[src/rtl/parallel_masked_sequence_detection.sv]
// Streaming masked pattern detector: checks every offset of each accepted beat
// against a pattern with per-bit don't-care mask, reporting position, count and a saturating total.
module parallel_masked_sequence_detection #(
  parameter int WID_Bitstream     = 8,
  parameter int WID_Compair       = 12,
  parameter int WID_Compair_count = 4,
  parameter int WID_Total         = 16
) (
  input  logic                         local_PMSD_clk,
  input  logic                         local_PMSD_reset,
  input  logic                         local_PMSD_newstream,
  input  logic [WID_Compair-1:0]       local_PMSD_compair,
  input  logic [WID_Compair-1:0]       local_PMSD_mask,
  input  logic                         local_PMSD_valid,
  input  logic [WID_Bitstream-1:0]     local_PMSD_bitstream,
  input  logic                         local_PMSD_last,
  output logic                         PMSD_local_busy,
  output logic                         PMSD_local_valid,
  output logic [WID_Bitstream-1:0]     PMSD_local_position,
  output logic [WID_Compair_count-1:0] PMSD_local_count,
  output logic [WID_Total-1:0]         PMSD_local_total,
  output logic                         PMSD_local_overflow,
  output logic                         PMSD_local_done
);

  localparam int NUM_FILL = (WID_Compair + WID_Bitstream - 2) / WID_Bitstream;
  localparam int FILL_W   = (NUM_FILL > 0) ? $clog2(NUM_FILL + 1) : 1;
  localparam int HIST_W   = (WID_Compair > 1) ? WID_Compair - 1 : 1;
  localparam int WIN_W    = WID_Compair + WID_Bitstream - 1;

  typedef enum logic [1:0] {IDLE, FILLING, MATCHING} state_e;

  state_e state_q, state_d;
  logic [FILL_W-1:0]            fill_q, fill_d;
  logic [WID_Compair-1:0]       pat_q, pat_d, mask_q, mask_d;
  logic [HIST_W-1:0]            hist_q, hist_d, hist_next;
  logic [WIN_W-1:0]             window;
  logic [WID_Bitstream-1:0]     match;
  logic [WID_Bitstream-1:0]     pos_q, pos_d;
  logic [WID_Compair_count-1:0] cnt_q, cnt_d, match_cnt;
  logic [WID_Total-1:0]         total_q, total_d;
  logic [WID_Total:0]           sum;
  logic                         ovf_q, ovf_d, valid_q, valid_d, done_q, done_d;
  logic                         accept;

  // Only the newest WID_Compair-1 bits are kept between beats; older buffer
  // bits can never fall inside a match window, so storing them is pointless.
  if (WID_Compair > 1) begin : g_hist
    assign window    = {hist_q, local_PMSD_bitstream};
    assign hist_next = window[HIST_W-1:0];
  end else begin : g_nohist
    assign window    = local_PMSD_bitstream;
    assign hist_next = '0;
  end

  function automatic logic [WID_Compair_count-1:0] popcount(input logic [WID_Bitstream-1:0] v);
    logic [WID_Compair_count-1:0] c;
    c = '0;
    for (int i = 0; i < WID_Bitstream; i++) c = c + WID_Compair_count'(v[i]);
    return c;
  endfunction

  assign accept = local_PMSD_valid && !local_PMSD_newstream && (state_q != IDLE);

  always_comb begin
    match = '0;
    for (int i = 0; i < WID_Bitstream; i++)
      match[i] = (((window[i +: WID_Compair] ^ pat_q) & mask_q) == '0);
    match_cnt = popcount(match);
    sum       = {1'b0, total_q} + (WID_Total + 1)'(match_cnt);
  end

  // State register
  always_ff @(posedge local_PMSD_clk or posedge local_PMSD_reset) begin
    if (local_PMSD_reset) state_q <= IDLE;
    else                  state_q <= state_d;
  end

  // Next-state logic
  always_comb begin
    state_d = state_q;
    if (local_PMSD_newstream) begin
      state_d = (NUM_FILL == 0) ? MATCHING : FILLING;
    end else if (accept) begin
      if (local_PMSD_last)                                   state_d = IDLE;
      else if (state_q == FILLING && fill_q == FILL_W'(1))   state_d = MATCHING;
    end
  end

  // Output logic
  always_comb begin
    PMSD_local_busy = (state_q != IDLE);
  end

  // Datapath next values
  always_comb begin
    // NOTE: every target gets a default first so no path leaves it unassigned (no latch).
    fill_d  = fill_q;
    pat_d   = pat_q;
    mask_d  = mask_q;
    hist_d  = hist_q;
    pos_d   = pos_q;
    cnt_d   = cnt_q;
    total_d = total_q;
    ovf_d   = ovf_q;
    valid_d = 1'b0;
    done_d  = 1'b0;
    if (local_PMSD_newstream) begin
      fill_d  = FILL_W'(NUM_FILL);
      pat_d   = local_PMSD_compair;
      mask_d  = local_PMSD_mask;
      hist_d  = '0;
      pos_d   = '0;
      cnt_d   = '0;
      total_d = '0;
      ovf_d   = 1'b0;
    end else if (accept) begin
      hist_d = hist_next;
      done_d = local_PMSD_last;
      if (state_q == FILLING) begin
        fill_d = fill_q - FILL_W'(1);
      end else begin
        valid_d = 1'b1;
        pos_d   = match;
        cnt_d   = match_cnt;
        total_d = sum[WID_Total] ? '1 : sum[WID_Total-1:0];
        ovf_d   = ovf_q | sum[WID_Total];
      end
    end
  end

  // NOTE: the history register is a few flops, not a RAM, so it is reset with everything else.
  always_ff @(posedge local_PMSD_clk or posedge local_PMSD_reset) begin
    if (local_PMSD_reset) begin
      fill_q  <= '0;
      pat_q   <= '0;
      mask_q  <= '0;
      hist_q  <= '0;
      pos_q   <= '0;
      cnt_q   <= '0;
      total_q <= '0;
      ovf_q   <= 1'b0;
      valid_q <= 1'b0;
      done_q  <= 1'b0;
    end else begin
      // NOTE: non-blocking so every flop samples pre-edge values regardless of statement order.
      fill_q  <= fill_d;
      pat_q   <= pat_d;
      mask_q  <= mask_d;
      hist_q  <= hist_d;
      pos_q   <= pos_d;
      cnt_q   <= cnt_d;
      total_q <= total_d;
      ovf_q   <= ovf_d;
      valid_q <= valid_d;
      done_q  <= done_d;
    end
  end

  assign PMSD_local_valid    = valid_q;
  assign PMSD_local_position = pos_q;
  assign PMSD_local_count    = cnt_q;
  assign PMSD_local_total    = total_q;
  assign PMSD_local_overflow = ovf_q;
  assign PMSD_local_done     = done_q;

endmodule

[config.mk]
export PLATFORM = sky130hd
export DESIGN_NAME = parallel_masked_sequence_detection
export DESIGN_NICKNAME = d
export VERILOG_FILES = /design/src/rtl/parallel_masked_sequence_detection.sv
export SDC_FILE = /design/constraint.sdc
export NUM_CORES = 1
export LEC_CHECK = 0
export BUFFER_PORTS_ARGS = -buffer_cell sky130_fd_sc_hd__buf_2
export CAP_MARGIN = 20
export CORE_MARGIN = 1.5
export CORE_UTILIZATION = 45
export CTS_BUF_LIST = sky130_fd_sc_hd__clkbuf_16
export DETAILED_ROUTE_END_ITERATION = 16
export PLACE_DENSITY = 0.7
export SETUP_SLACK_MARGIN = 0.1
export SLEW_MARGIN = 20
export SYNTH_ARGS = -nofsm -noshare
export SYNTH_HDL_FRONTEND = slang
export SYNTH_SLANG_ARGS = --single-unit
[constraint.sdc]
create_clock -name local_PMSD_clk -period 7.6 [get_ports local_PMSD_clk]
set_clock_uncertainty 0.2 [all_clocks]
set_input_delay 1.9 -clock local_PMSD_clk [delete_from_list [all_inputs] [get_ports local_PMSD_clk]]
set_output_delay 1.9 -clock local_PMSD_clk [all_outputs]
set_load 0.05 [all_outputs]
Yosys cells after proc, flatten, opt, wreduce, memory -nomap -nowiden
Index checks and enable logic that the tools add are counted.

Bits in registers: 70. Input port bits: 37. Word-level logic and storage cells: 86.

Add/sub/neg operators: 9. Eq/ne operators: 3. Multiplexer cells: 27. Bitwise logic cells: 17. Reduce and logical (&&, ||, !) cells: 19.

Operator list (count): $and 12x12->12 (8); $logic_not 12->1 (8); $xor 12x12->12 (8); $mux 16 (4); $mux 8 (3); $mux 11 (2); $add 16x4->17 (1); $add 4x1->4 (4); $mux 2 (7); $mux 4 (3); $mux 1 (8); $reduce_and 2->1 (3); $reduce_bool 2->1 (3); $add 3x1->4 (1); $eq 2x1->1 const B (2); $add 2x1->3 (1); $logic_and 1x1->1 (3); $reduce_bool 3->1 (1); $add 1x1->2 (1); $ne 2x2->1 const B (1); $sub 2x1->2 const B (1); $logic_not 1->1 (1); $or 1x1->1 (1).

Depth between registers and ports, before layout
Gate-level depths: netlist (run 1).

Depth after elaboration: 15. Gate-level depth with buffers: 19.

Worst setup path before layout (run 1)
Ideal clock, no wire load.

Path kind: in2reg. Start point: input port local_PMSD_bitstream[6]. End point: register total_q[14], in the netlist PMSD_local_total[14]. Library setup time: 0.136 ns. Arrival time: 6.278 ns. Required time: 7.264 ns. Setup slack: 0.986 ns. Stages: 18. Cell sequence: buf_2 -> xor2_1 -> a22oi_1 -> nand4_1 -> or2_2 -> fa_1 -> inv_1 -> fa_1 -> fa_1 -> ha_1 -> inv_1 -> fa_1 -> fa_1 -> nor2b_1 -> o21ai_0 -> a21boi_4 -> nor3b_1 -> nor3_1.

Cells in the longest elaborated chain, start to end: 15.

Ends and longest elaborated chain: from (decl) (RTL line 15) `input logic [WID_Bitstream-1:0] local_PMSD_bitstream,`; $xor 12x12->12 (RTL line 68) `match[i] = (((window[i +: WID_Compair] ^ pat_q) & mask_q) == '0);`; $and 12x12->12 (RTL line 68); $logic_not 12->1 (RTL line 68); $add 1x1->2 (RTL line 59) `for (int i = 0; i < WID_Bitstream; i++) c = c + WID_Compair_count'(v[i]);`; $add 2x1->3 (RTL line 59); $add 3x1->4 (RTL line 59); $add 4x1->4 (2 in a row) (RTL line 59); $add 4x1->4 * (2 in a row) (RTL line 59); $add 16x4->17 * (RTL line 70) `sum = {1'b0, total_q} + (WID_Total + 1)'(match_cnt);`; $mux 16 * (RTL line 126) `total_d = sum[WID_Total] ? '1 : sum[WID_Total-1:0];`; $mux 16 * (RTL line 120) `if (state_q == FILLING) begin`; $mux 16 * (RTL line 117) `end else if (accept) begin`; $mux 16 * (RTL line 108) `if (local_PMSD_newstream) begin`; to (signal assigned) (RTL line 153) `total_q <= total_d;`; to (decl) (RTL line 41) `logic [WID_Total-1:0] total_q, total_d;`.

Every way passes the cells marked *; elsewhere a longest branch is shown, timed or not. The select of a mux whose other input is x is not followed. A chain may end at the register's enable or synchronous reset.

Worst setup path after layout (run 1)
Start point: input port local_PMSD_bitstream[7]. End point: register total_q[14], in the netlist PMSD_local_total[14].

Cells in the longest elaborated chain, start to end: 15.

Ends and longest elaborated chain (RTL line): $xor 12x12->12 (68); $and 12x12->12 (68); $logic_not 12->1 (68); $add 1x1->2 (59); $add 2x1->3 (59); $add 3x1->4 (59); $add 4x1->4 (3 in a row) (59); $add 4x1->4 * (59); $add 16x4->17 * (70); $mux 16 * (126); $mux 16 * (120); $mux 16 * (117); $mux 16 * (108).

Marked as above.

==> results of run 1 <==
-- per-stage QoR --
stage	hold WS [ns]	std cells	area, um^2	total power, mW
final	0.317	672	5350	1.06
after global routing	0.347	672	5350	1.11
after detailed placement	0.311	656	5050	0.643
after floorplan	0.288	502	4790	0.595
after CTS	0.320	672	5350	1.07
after global placement	0.302	656	5050	0.637
-- synth_stat cells (all sizes together) --
library cell,n,share of area
nand3,11,0.013
nor3,3,0.0042
a21boi,1,0.0039
a31oi,3,0.0039
mux2,24,0.056
a211oi,2,0.0042
nand4,12,0.016
ha,8,0.021
nand2,36,0.028
nor2,11,0.0086
inv,13,0.010
fa,5,0.021
xnor2,2,0.0037
clkbuf,18,0.014
and4,1,0.0018
or3,8,0.010
mux2i,1,0.0021
a21o,1,0.0016
nand3b,2,0.0031
xor2,106,0.19
a22oi,48,0.075
and3b,1,0.0018
o211ai,2,0.0031
o2111ai,1,0.0018
a21oi,20,0.022
and3,2,0.0026
o21a,2,0.0031
nor4,1,0.0013
or2,4,0.0052
o21bai,1,0.0016
and2,1,0.0013
nand2b,12,0.016
dfrtp,70,0.37
buf,34,0.040
o21ai,29,0.030
nor2b,5,0.0065
nor3b,1,0.0016
-- worst min-delay path by stage --
stage | end | slack (ns)
2_1_floorplan | state_q[0]$_DFFE_PP0P_ | 0.29
3_3_place_gp | state_q[0]$_DFFE_PP0P_ | 0.30
3_5_place_dp | state_q[0]$_DFFE_PP0P_ | 0.31
4_1_cts | PMSD_local_position[6]$_DFFE_PP0P_ | 0.32
5_1_grt | state_q[0]$_DFFE_PP0P_ | 0.35
6_report | PMSD_local_position[6]$_DFFE_PP0P_ | 0.32
-- routing by layer --
metal | track usage | share of wire | up-vias
met4 | 0.128 | 0.033 | 0
met1 | 0.315 | 0.45 | 1841
met2 | 0.339 | 0.45 | 145
met5 | 0 | 0 | -
met3 | 0.0380 | 0.068 | 35
li1 | - | - | 1778
-- worst min-delay path: stages, from the launching register on --
cell and delay [ns]:
dfrtp_1 0.37, nand2_1 0.05, a21oi_1 0.05
-- sequential cells by signal (all words and copies together) (netlist names) --
| register | flops |
|---|---|
| PMSD_local_total | 16 |
| hist_q | 11 |
| state_q | 2 |
| fill_q | 2 |
| mask_q | 12 |
| PMSD_local_position | 8 |
| pat_q | 12 |
| PMSD_local_done | 1 |
| PMSD_local_count | 4 |
| PMSD_local_valid | 1 |
| PMSD_local_overflow | 1 |
-- power by group --
group	total, mW	internal [mW]	switching (mW)
Sequential	0.455	0.391	0.0645
Combinational	0.185	0.0900	0.0947
Clock	0.420	0.255	0.165
Total	1.06	0.735	0.324
-- final cells by class --
class / count / area share
sequential: 70 / 0.327
timing repair buffer: 70 / 0.0664
clock buffer: 9 / 0.0421
inverter: 13 / 0.00912
tap: 136 / 0.0318
multi-input combinational: 367 / 0.509
clock inverter: 7 / 0.0138
-- logic make-up (layout without fill, tap and decap cells) --
| group | count (synthesis) | count (layout) | share of synthesized area |
|---|---|---|---|
| xor+xnor | 108 | 108 | 0.198 |
| buf+inv | 65 | 99 | 0.0646 |
| fa+ha+maj | 13 | 13 | 0.0418 |
| compound gates | 110 | 110 | 0.151 |
| flops | 70 | 70 | 0.366 |
| mux | 25 | 25 | 0.0586 |
| simple gates | 111 | 111 | 0.121 |
==> key figures, run 1 <==
Floorplanning
  • Die width: 106 um
  • Die height: 106 um
  • Core area: 0.0103 mm^2
  • Die area: 0.0113 mm^2
  • Rows: 37
  • Ports: 69
  • Initial core utilization: 0.464

Final layout
  • Multi-input logic area: 0.00273 mm^2
  • Most frequent cells in the layout: xor2_1 (106), dfrtp_1 (70), buf_2 (68)
  • Seq. cell area: 0.00175 mm^2
  • Fill count: 948
  • Layout cell share with drive strength beyond 1: 0.222
  • Nets@finish: 581
  • Most common cell after layout, fill and taps aside: xor2_1
  • Final Core Density: 0.518
  • Diode count: 0
  • Layout area overhead: 11.8%

Timing
  • Fmax: 149 MHz
  • Max-slew violations: 0
  • Worst Max-Slew Pin Slew: 0.872 ns
  • Slew HR: 0.418
  • Final Hold Fails: 0
  • Final Cycle Share: 0.884
  • Unrepaired setup endpoints after global routing: false
  • Min Tclk post-route: 6.72 ns
  • Worst setup margin: 0.881 ns
  • Final setup vio count: 0
  • Setup TNS: 0 ns

Synth
  • Sequential cell area fraction in the yosys report: 0.366
  • Synthesis Warnings: 0
  • Post-synthesis cell count: 502
  • Synth Register Bits: 70
  • Synth Net Count: 552
  • Synth Cell Area: 0.00479 mm^2
  • Synth cell types: 46
  • Syn_area_per_cell: 9.53 um^2

Route
  • Iteration-0 DRC Markers: 243
  • WL final: 12000 um
  • Routed Antenna Nets: 0
  • Via/cell ratio: 5.65
  • First-pass DRT Iterations: 5
  • Routed wire length per instance: 17.9 um
  • Post-route DRC: 0
  • Vias: 3799

Placement
  • Post-Place Setup Slack: 0.582 ns
  • Gp weighted congestion: 0.970
  • Port buffer count: 68
  • Post-DP HPWL: 8310 um

GRT
  • Antenna violations before repair: 0
  • Final global-route overflow total: 0
  • Vias in the first global route: 3833
  • Largest net degree at the start of global routing: 72
  • Global-route wire length before repair: 19700 um
  • Total GRT Usage: 0.228

Setup path
  • Critical path, cell by cell: buf_2 > xor2_1 > a22oi_1 > nand4_1 > or2_2 > fa_1 > inv_1 > fa_1 > fa_1 > ha_1 > inv_1 > fa_1 > fa_1 > nor2b_1 > o21ai_0 > a21boi_4 > nor3b_1 > nor3_1
  • CP most frequent cell: fa_1
  • Critical path endpoint category: flip-flop
  • Crit path max-delay family: adder cells
  • Crit Path Class: input port to flip-flop
  • Worst setup SP type: input port
  • Reg-to-Reg Start: hist_q[3]$_DFFE_PP0P_
  • Crit-path max cell delay: 0.52 ns
  • Total stage count of the critical path: 18
  • WP buf/inv: 3
  • Crit-path max FO: 9
  • Crit-path slowest cell: fa_1
  • Worst Setup EP: PMSD_local_total[14]$_DFFE_PP0P_
  • CP Data Required Time: 7.59 ns
  • Worst EP arrival: 6.71 ns
  • Critical R2R Capture: PMSD_local_total[14]$_DFFE_PP0P_
  • R2R setup slack: 1.95 ns
  • Reg2Reg Depth: 17
  • Crit. Startpoint: local_PMSD_bitstream[7]

Power and ir drop
  • Pleak: 2.53 nW
  • PD cells: 198 mW/mm^2
  • IR drop worst, VDD: 101 uV

Clock network
  • Max Buffers Root-to-Sink: 2
  • Hold buffers post-CTS: 0
  • Setup Buffers After CTS: 0
  • Resize count post-CTS: 0
  • Clock transition at the registers of the reported paths: 0.06 ns
  • Worst skew pair latency: 0.34 ns
  • CTS Buf Count: 9
  • CTS sink count: 70
  • H-tree depth: 3
  • CTS tree: built
  • Clock root buffer: clkbuf_16

Min path
  • Hold path depth: 2
  • Min-delay src: PMSD_local_position[6]$_DFFE_PP0P_
  • Min-Delay Path Class: flip-flop to flip-flop

Flow run
  • Max capacitance violation total: 0

Status
  • Status: complete, no violations
Power figures use the tool's default switching activity.
==> run 2: changes to the inputs <==
==> constraint.sdc (replaced) <==
create_clock -name local_PMSD_clk -period 8.7 [get_ports local_PMSD_clk]
set_clock_uncertainty 0.2 [all_clocks]
set_input_delay 2.175 -clock local_PMSD_clk [delete_from_list [all_inputs] [get_ports local_PMSD_clk]]
set_output_delay 2.175 -clock local_PMSD_clk [all_outputs]
set_load 0.05 [all_outputs]
==> key figures, run 2 (synthesized netlist as in run 1, its figures left out) <==
Timing
  • Setup TNS: 0 ns
  • Slew HR: 0.416
  • Final setup vio count: 0
  • Fmax: 143 MHz
  • Worst setup margin: 1.72 ns
  • Worst Max-Slew Pin Slew: 0.876 ns
  • Min Tclk post-route: 6.98 ns
  • Final Hold Fails: 0
  • Max-slew violations: 0
  • Final Cycle Share: 0.802
  • Unrepaired setup endpoints after global routing: false

Floorplanning
  • Core area: 0.0103 mm^2
  • Ports: 69
  • Rows: 37
  • Die area: 0.0113 mm^2
  • Initial core utilization: 0.464
  • Die height: 106 um
  • Die width: 106 um

Setup path
  • Crit path max-delay family: adder cells
  • Critical path endpoint category: flip-flop
  • Worst EP arrival: 6.96 ns
  • Crit-path slowest cell: fa_1
  • CP most frequent cell: fa_1
  • Critical path, cell by cell: buf_2 > xor2_1 > a22oi_1 > nand4_1 > or2_2 > fa_1 > inv_1 > fa_1 > fa_1 > ha_1 > inv_1 > fa_1 > fa_1 > nor2b_1 > o21ai_0 > a21boi_4 > nor3b_1 > nor3_1
  • Crit-path max FO: 8
  • Crit Path Class: input port to flip-flop
  • WP buf/inv: 3
  • Worst setup SP type: input port
  • Crit-path max cell delay: 0.53 ns
  • CP Data Required Time: 8.68 ns

Route
  • Post-route DRC: 0
  • Vias: 3807
  • WL final: 12200 um
  • First-pass DRT Iterations: 5
  • Via/cell ratio: 5.67
  • Routed Antenna Nets: 0
  • Routed wire length per instance: 18.2 um
  • Iteration-0 DRC Markers: 320

Clock network
  • Worst skew pair latency: 0.33 ns
  • CTS sink count: 70
  • CTS tree: built
  • Clock root buffer: clkbuf_16
  • Setup Buffers After CTS: 0
  • CTS Buf Count: 9
  • Clock transition at the registers of the reported paths: 0.06 ns
  • Hold buffers post-CTS: 0
  • Resize count post-CTS: 0
  • H-tree depth: 3
  • Max Buffers Root-to-Sink: 2

Final layout
  • Fill count: 974
  • Diode count: 0
  • Multi-input logic area: 0.00273 mm^2
  • Layout area overhead: 11.6%
  • Most common cell after layout, fill and taps aside: xor2_1
  • Seq. cell area: 0.00175 mm^2
  • Most frequent cells in the layout: xor2_1 (106), dfrtp_1 (70), buf_2 (68)
  • Flip-flop count of the largest register after layout: 16
  • Layout cell share with drive strength beyond 1: 0.218
  • Nets@finish: 581

Placement
  • Gp weighted congestion: 0.935
  • Post-Place Setup Slack: 1.42 ns
  • Port buffer count: 68
  • Post-DP HPWL: 8400 um

Status
  • Status: complete, no violations

GRT
  • Largest net degree at the start of global routing: 72
  • Vias in the first global route: 3859
  • Antenna violations before repair: 0
  • Total GRT Usage: 0.233
  • Global-route wire length before repair: 20300 um
  • Final global-route overflow total: 0

Min path
  • Min-Delay Path Class: flip-flop to flip-flop

Power and ir drop
  • PD cells: 172 mW/mm^2
  • Pleak: 2.53 nW
  • IR drop worst, VDD: 86.3 uV

Flow run
  • Max capacitance violation total: 0
[run 2: per-stage QoR]
step,total power [mW],area (um^2),util,hold slack (ns),std cells
after global placement,0.558,5050,0.489,0.302,656
after floorplan,0.520,4790,-,0.288,502
final,0.921,5340,0.517,0.314,672
after detailed placement,0.563,5050,0.489,0.311,656
after global routing,0.960,5340,0.517,0.339,672
after CTS,0.924,5340,0.517,0.319,672
[run 2: final cells by class]
| type | count | share of cell area |
|---|---|---|
| Multi-Input combinational cell | 367 | 0.510 |
| Sequential cell | 70 | 0.328 |
| Timing Repair Buffer | 70 | 0.0665 |
| Clock buffer | 9 | 0.0422 |
| Tap cell | 136 | 0.0319 |
| Clock inverter | 7 | 0.0122 |
| Inverter | 13 | 0.00914 |
[run 2: worst paths after layout]
kind	startpoint	endpoint	slack, ns	cells after the start
hold / removal	PMSD_local_count[0]$_DFFE_PP0P_	PMSD_local_count[0]$_DFFE_PP0P_	0.31	2
setup / recovery	local_PMSD_bitstream[6]	PMSD_local_total[14]$_DFFE_PP0P_	1.72	18
hold reg to reg	PMSD_local_count[0]$_DFFE_PP0P_	PMSD_local_count[0]$_DFFE_PP0P_	0.31	2
setup reg to reg	hist_q[0]$_DFFE_PP0P_	PMSD_local_total[14]$_DFFE_PP0P_	2.91	17
max in group asynchronous	local_PMSD_reset	PMSD_local_position[4]$_DFFE_PP0P_	5.83	3
min in group asynchronous	local_PMSD_reset	pat_q[11]$_DFFE_PP0P_	1.91	3
[run 2: tightest hold or removal path, delay by kind of cell (launching register included)]
kind	cells	cell delay (ns)
simple gates	1	0.05
compound gates	1	0.05
flops	1	0.37
[run 2: per-layer routing]
metal,track usage,share of wire
met2,0.360,0.46
met5,0,0
met3,0.0374,0.065
met1,0.323,0.45
met4,0.101,0.024
[run 2: power breakdown]
part	switching (mW)	total [mW]	internal (mW)
sequential	0.0576	0.399	0.341
clock	0.140	0.360	0.220
combinational	0.0838	0.162	0.0785
total	0.281	0.921	0.640
==> run 3: changes to the inputs <==
--- a/config.mk
+++ b/config.mk
@@ -5,6 +5,7 @@
 export SDC_FILE = /design/constraint.sdc
 export NUM_CORES = 1
 export LEC_CHECK = 0
+export ABC_AREA = 1
 export BUFFER_PORTS_ARGS = -buffer_cell sky130_fd_sc_hd__buf_2
 export CAP_MARGIN = 20
 export CORE_MARGIN = 1.5
==> constraint.sdc (replaced) <==
create_clock -name local_PMSD_clk -period 6.8 [get_ports local_PMSD_clk]
set_clock_uncertainty 0.2 [all_clocks]
set_input_delay 1.7 -clock local_PMSD_clk [delete_from_list [all_inputs] [get_ports local_PMSD_clk]]
set_output_delay 1.7 -clock local_PMSD_clk [all_outputs]
set_load 0.05 [all_outputs]
==> key figures, run 3 <==
Status
  • Status: complete, no violations

Min path
  • Worst Hold Path EP: PMSD_local_position[6]$_DFFE_PP0P_
  • Min-Delay Path Class: flip-flop to flip-flop
  • Min-delay src: PMSD_local_position[6]$_DFFE_PP0P_
  • Hold path depth: 2

Route
  • Via/cell ratio: 5.36
  • Uppermost layer routed: met4
  • Routed wire length per instance: 15.2 um
  • Metal2 WL: 7050 um
  • Vias: 5434
  • Routed met3 length: 950 um
  • Iteration-0 DRC Markers: 448
  • WL final: 15400 um
  • First-pass DRT Iterations: 5
  • Routed Antenna Nets: 0
  • M1 WL: 6960 um
  • Post-route DRC: 0

Final layout
  • Multi-input logic area: 0.00297 mm^2
  • Fill count: 1192
  • Flip-flop count of the largest register after layout: 16
  • Layout cell share with drive strength beyond 1: 0.124
  • Seq. cell area: 0.00175 mm^2
  • Nets@finish: 916
  • Layout area overhead: 12.5%
  • Most common cell after layout, fill and taps aside: nand2_1
  • Final Cell Area: 0.00585 mm^2
  • Diode count: 0
  • Most frequent cells in the layout: nand2_1 (373), nand3_1 (121), dfrtp_1 (70)

Synth
  • Sequential cell area fraction in the yosys report: 0.337
  • FFs w/ async S/R, synth: 1.00
  • Largest family of logic cells by synthesized area: simple AND/OR/NAND/NOR gates
  • Main synth FF type: dfrtp_1
  • Synth cell types: 32
  • Synth Cell Area: 0.00520 mm^2
  • Synth Area in XOR/XNOR: 0.00674
  • Syn_area_per_cell: 6.28 um^2
  • Number of synthesized flops with an enable pin: 0
  • Top cells by area, synth: dfrtp_1 (34%), nand2_1 (27%), nand3_1 (12%), inv_1 (3.9%), nor2_1 (3.7%)
  • Post-synth top area share: 0.337
  • Compound-gate portion of the synthesized area: 0.0496
  • Synth area leader: dfrtp_1
  • Synth Net Count: 878
  • Adder-Cell Fraction of Synth Area: 0.0385
  • Synthesis Warnings: 0
  • Synth Register Bits: 70
  • Synth Area in Simple Gates: 0.475
  • Most common cell in the netlist: nand2_1
  • Post-synth top cells: nand2_1 (373), nand3_1 (121), dfrtp_1 (70)
  • Post-synthesis cell count: 828
  • Mux contribution to synthesized area: 0

Setup path
  • Critical path endpoint category: flip-flop
  • Critical R2R Capture: PMSD_local_total[7]$_DFFE_PP0P_
  • Crit Path Class: input port to flip-flop
  • Worst EP arrival: 6.18 ns
  • CP Data Required Time: 6.83 ns
  • R2R setup slack: 1.56 ns
  • Crit-path max FO: 8
  • Reg2Reg Depth: 23
  • Worst setup SP type: input port
  • Reg-to-Reg Start: hist_q[0]$_DFFE_PP0P_

Timing
  • Worst Max-Slew Pin Slew: 0.731 ns
  • Slew HR: 0.512
  • Hold slack: 0.274 ns
  • Final Cycle Share: 0.905
  • Unrepaired setup endpoints after global routing: false
  • Min Tclk post-route: 6.16 ns
  • Setup TNS: 0 ns
  • Max-slew violations: 0
  • Final Hold Fails: 0
  • Final setup vio count: 0
  • Fmax: 162 MHz

GRT
  • Final global-route overflow total: 0
  • Total GRT Usage: 0.260
  • Antenna violations before repair: 0
  • Vias in the first global route: 5000
  • Global-route wire length before repair: 25700 um
  • Largest net degree at the start of global routing: 51

Clock network
  • Resize count post-CTS: 0
  • Hold buffers post-CTS: 0
  • Max Buffers Root-to-Sink: 2
  • CTS tree: built
  • CTS sink count: 70
  • Worst skew pair latency: 0.35 ns
  • Setup Buffers After CTS: 0
  • Clock transition at the registers of the reported paths: 0.06 ns
  • CTS Buf Count: 9
  • H-tree depth: 3
  • Clock root buffer: clkbuf_16

Floorplanning
  • Rows: 39
  • Die area: 0.0122 mm^2
  • Initial core utilization: 0.459
  • Die height: 111 um
  • Ports: 69
  • Die width: 111 um
  • Core area: 0.0113 mm^2

Power and ir drop
  • PD cells: 225 mW/mm^2
  • IR drop worst, VDD: 143 uV
  • Pleak: 3.34 nW
  • Pwr Total: 1.32 mW

Placement
  • Post-DP HPWL: 10800 um
  • Port buffer count: 68
  • Gp weighted congestion: 0.957
  • Dpl cell area: 0.00553 mm^2

Flow run
  • Max capacitance violation total: 0
## run 3: cell types whose count changed in the layout (fill, tap and decap cells not counted), moves of 14 or more
cell      previous run  this run
nand2_1             36       373
nand3_1             10       121
xor2_1             106         3
a22oi_1             48         0
inv_1               13        53
nor2_1              11        51
mux2_2              24         0
clkinv_1             1        15
## run 3: area by class of cell
cell class,instances,area share
clock inverter,7,0.0167
clock buffer,9,0.0385
inverter,75,0.0490
tap,143,0.0306
multi-input combinational,641,0.507
sequential,70,0.299
timing repair buffer,69,0.0594
## run 3: how the worst max path moves through the flow
stage	start	to	slack, ns	cells past startpoint
2_1_floorplan	local_PMSD_bitstream[7]	PMSD_local_total[13]$_DFFE_PP0P_	0.72	24
5_1_grt	local_PMSD_bitstream[7]	PMSD_local_total[0]$_DFFE_PP0P_	0.29	25
3_3_place_gp	local_PMSD_bitstream[7]	PMSD_local_total[7]$_DFFE_PP0P_	0.43	24
3_5_place_dp	local_PMSD_bitstream[6]	PMSD_local_total[7]$_DFFE_PP0P_	0.36	24
6_report	local_PMSD_bitstream[6]	PMSD_local_total[7]$_DFFE_PP0P_	0.64	24
4_1_cts	local_PMSD_bitstream[6]	PMSD_local_total[7]$_DFFE_PP0P_	0.70	24
## run 3: report_power, final
part / total, mW / switching [mW] / internal (mW)
Clock: 0.518 / 0.195 / 0.322
Sequential: 0.503 / 0.0581 / 0.445
Combinational: 0.298 / 0.201 / 0.0963
## run 3: cells by family (layout without fill, tap and decap cells)
group                      count (synthesis)  in the layout
and+or+nand+nor                          577            577
buffers and inverters                    117            160
DFF                                       70             70
AOI/OAI and AO/OA                         47             47
adders and majority gates                 13             13
xor gates and xnor gates                   4              4
## run 3: worst max-delay path: stages
cell and delay, ns:
buf_2 0.15, inv_1 0.21, nand2_1 0.08, nand3_1 0.08, nand2_1 0.05, nor2_1 0.20, nand3_1 0.15, fa_1 0.54
inv_1 0.05, fa_1 0.46, fa_1 0.52, ha_1 0.15, inv_1 0.05, fa_1 0.37, xor2_1 0.19, inv_1 0.06
ha_1 0.36, or2_2 0.34, nand3_1 0.11, nand2_1 0.11, nand2_1 0.07, nand2_1 0.04, nand2_1 0.07, nand3_2 0.06
## run 3: per-layer routing
metal,up-vias,track usage
li1,2698,-
met5,-,0
met4,0,0.109
met2,217,0.400
met3,49,0.0439
met1,2470,0.363
## run 3: metrics by stage
| step | setup slack, ns | std cells | utilization |
|---|---|---|---|
| after floorplan | 0.723 | 828 | - |
| after global placement | 0.431 | 998 | 0.489 |
| after detailed placement | 0.357 | 998 | 0.489 |
| after CTS | 0.700 | 1014 | 0.517 |
| after global routing | 0.290 | 1014 | 0.517 |
| final | 0.644 | 1014 | 0.517 |
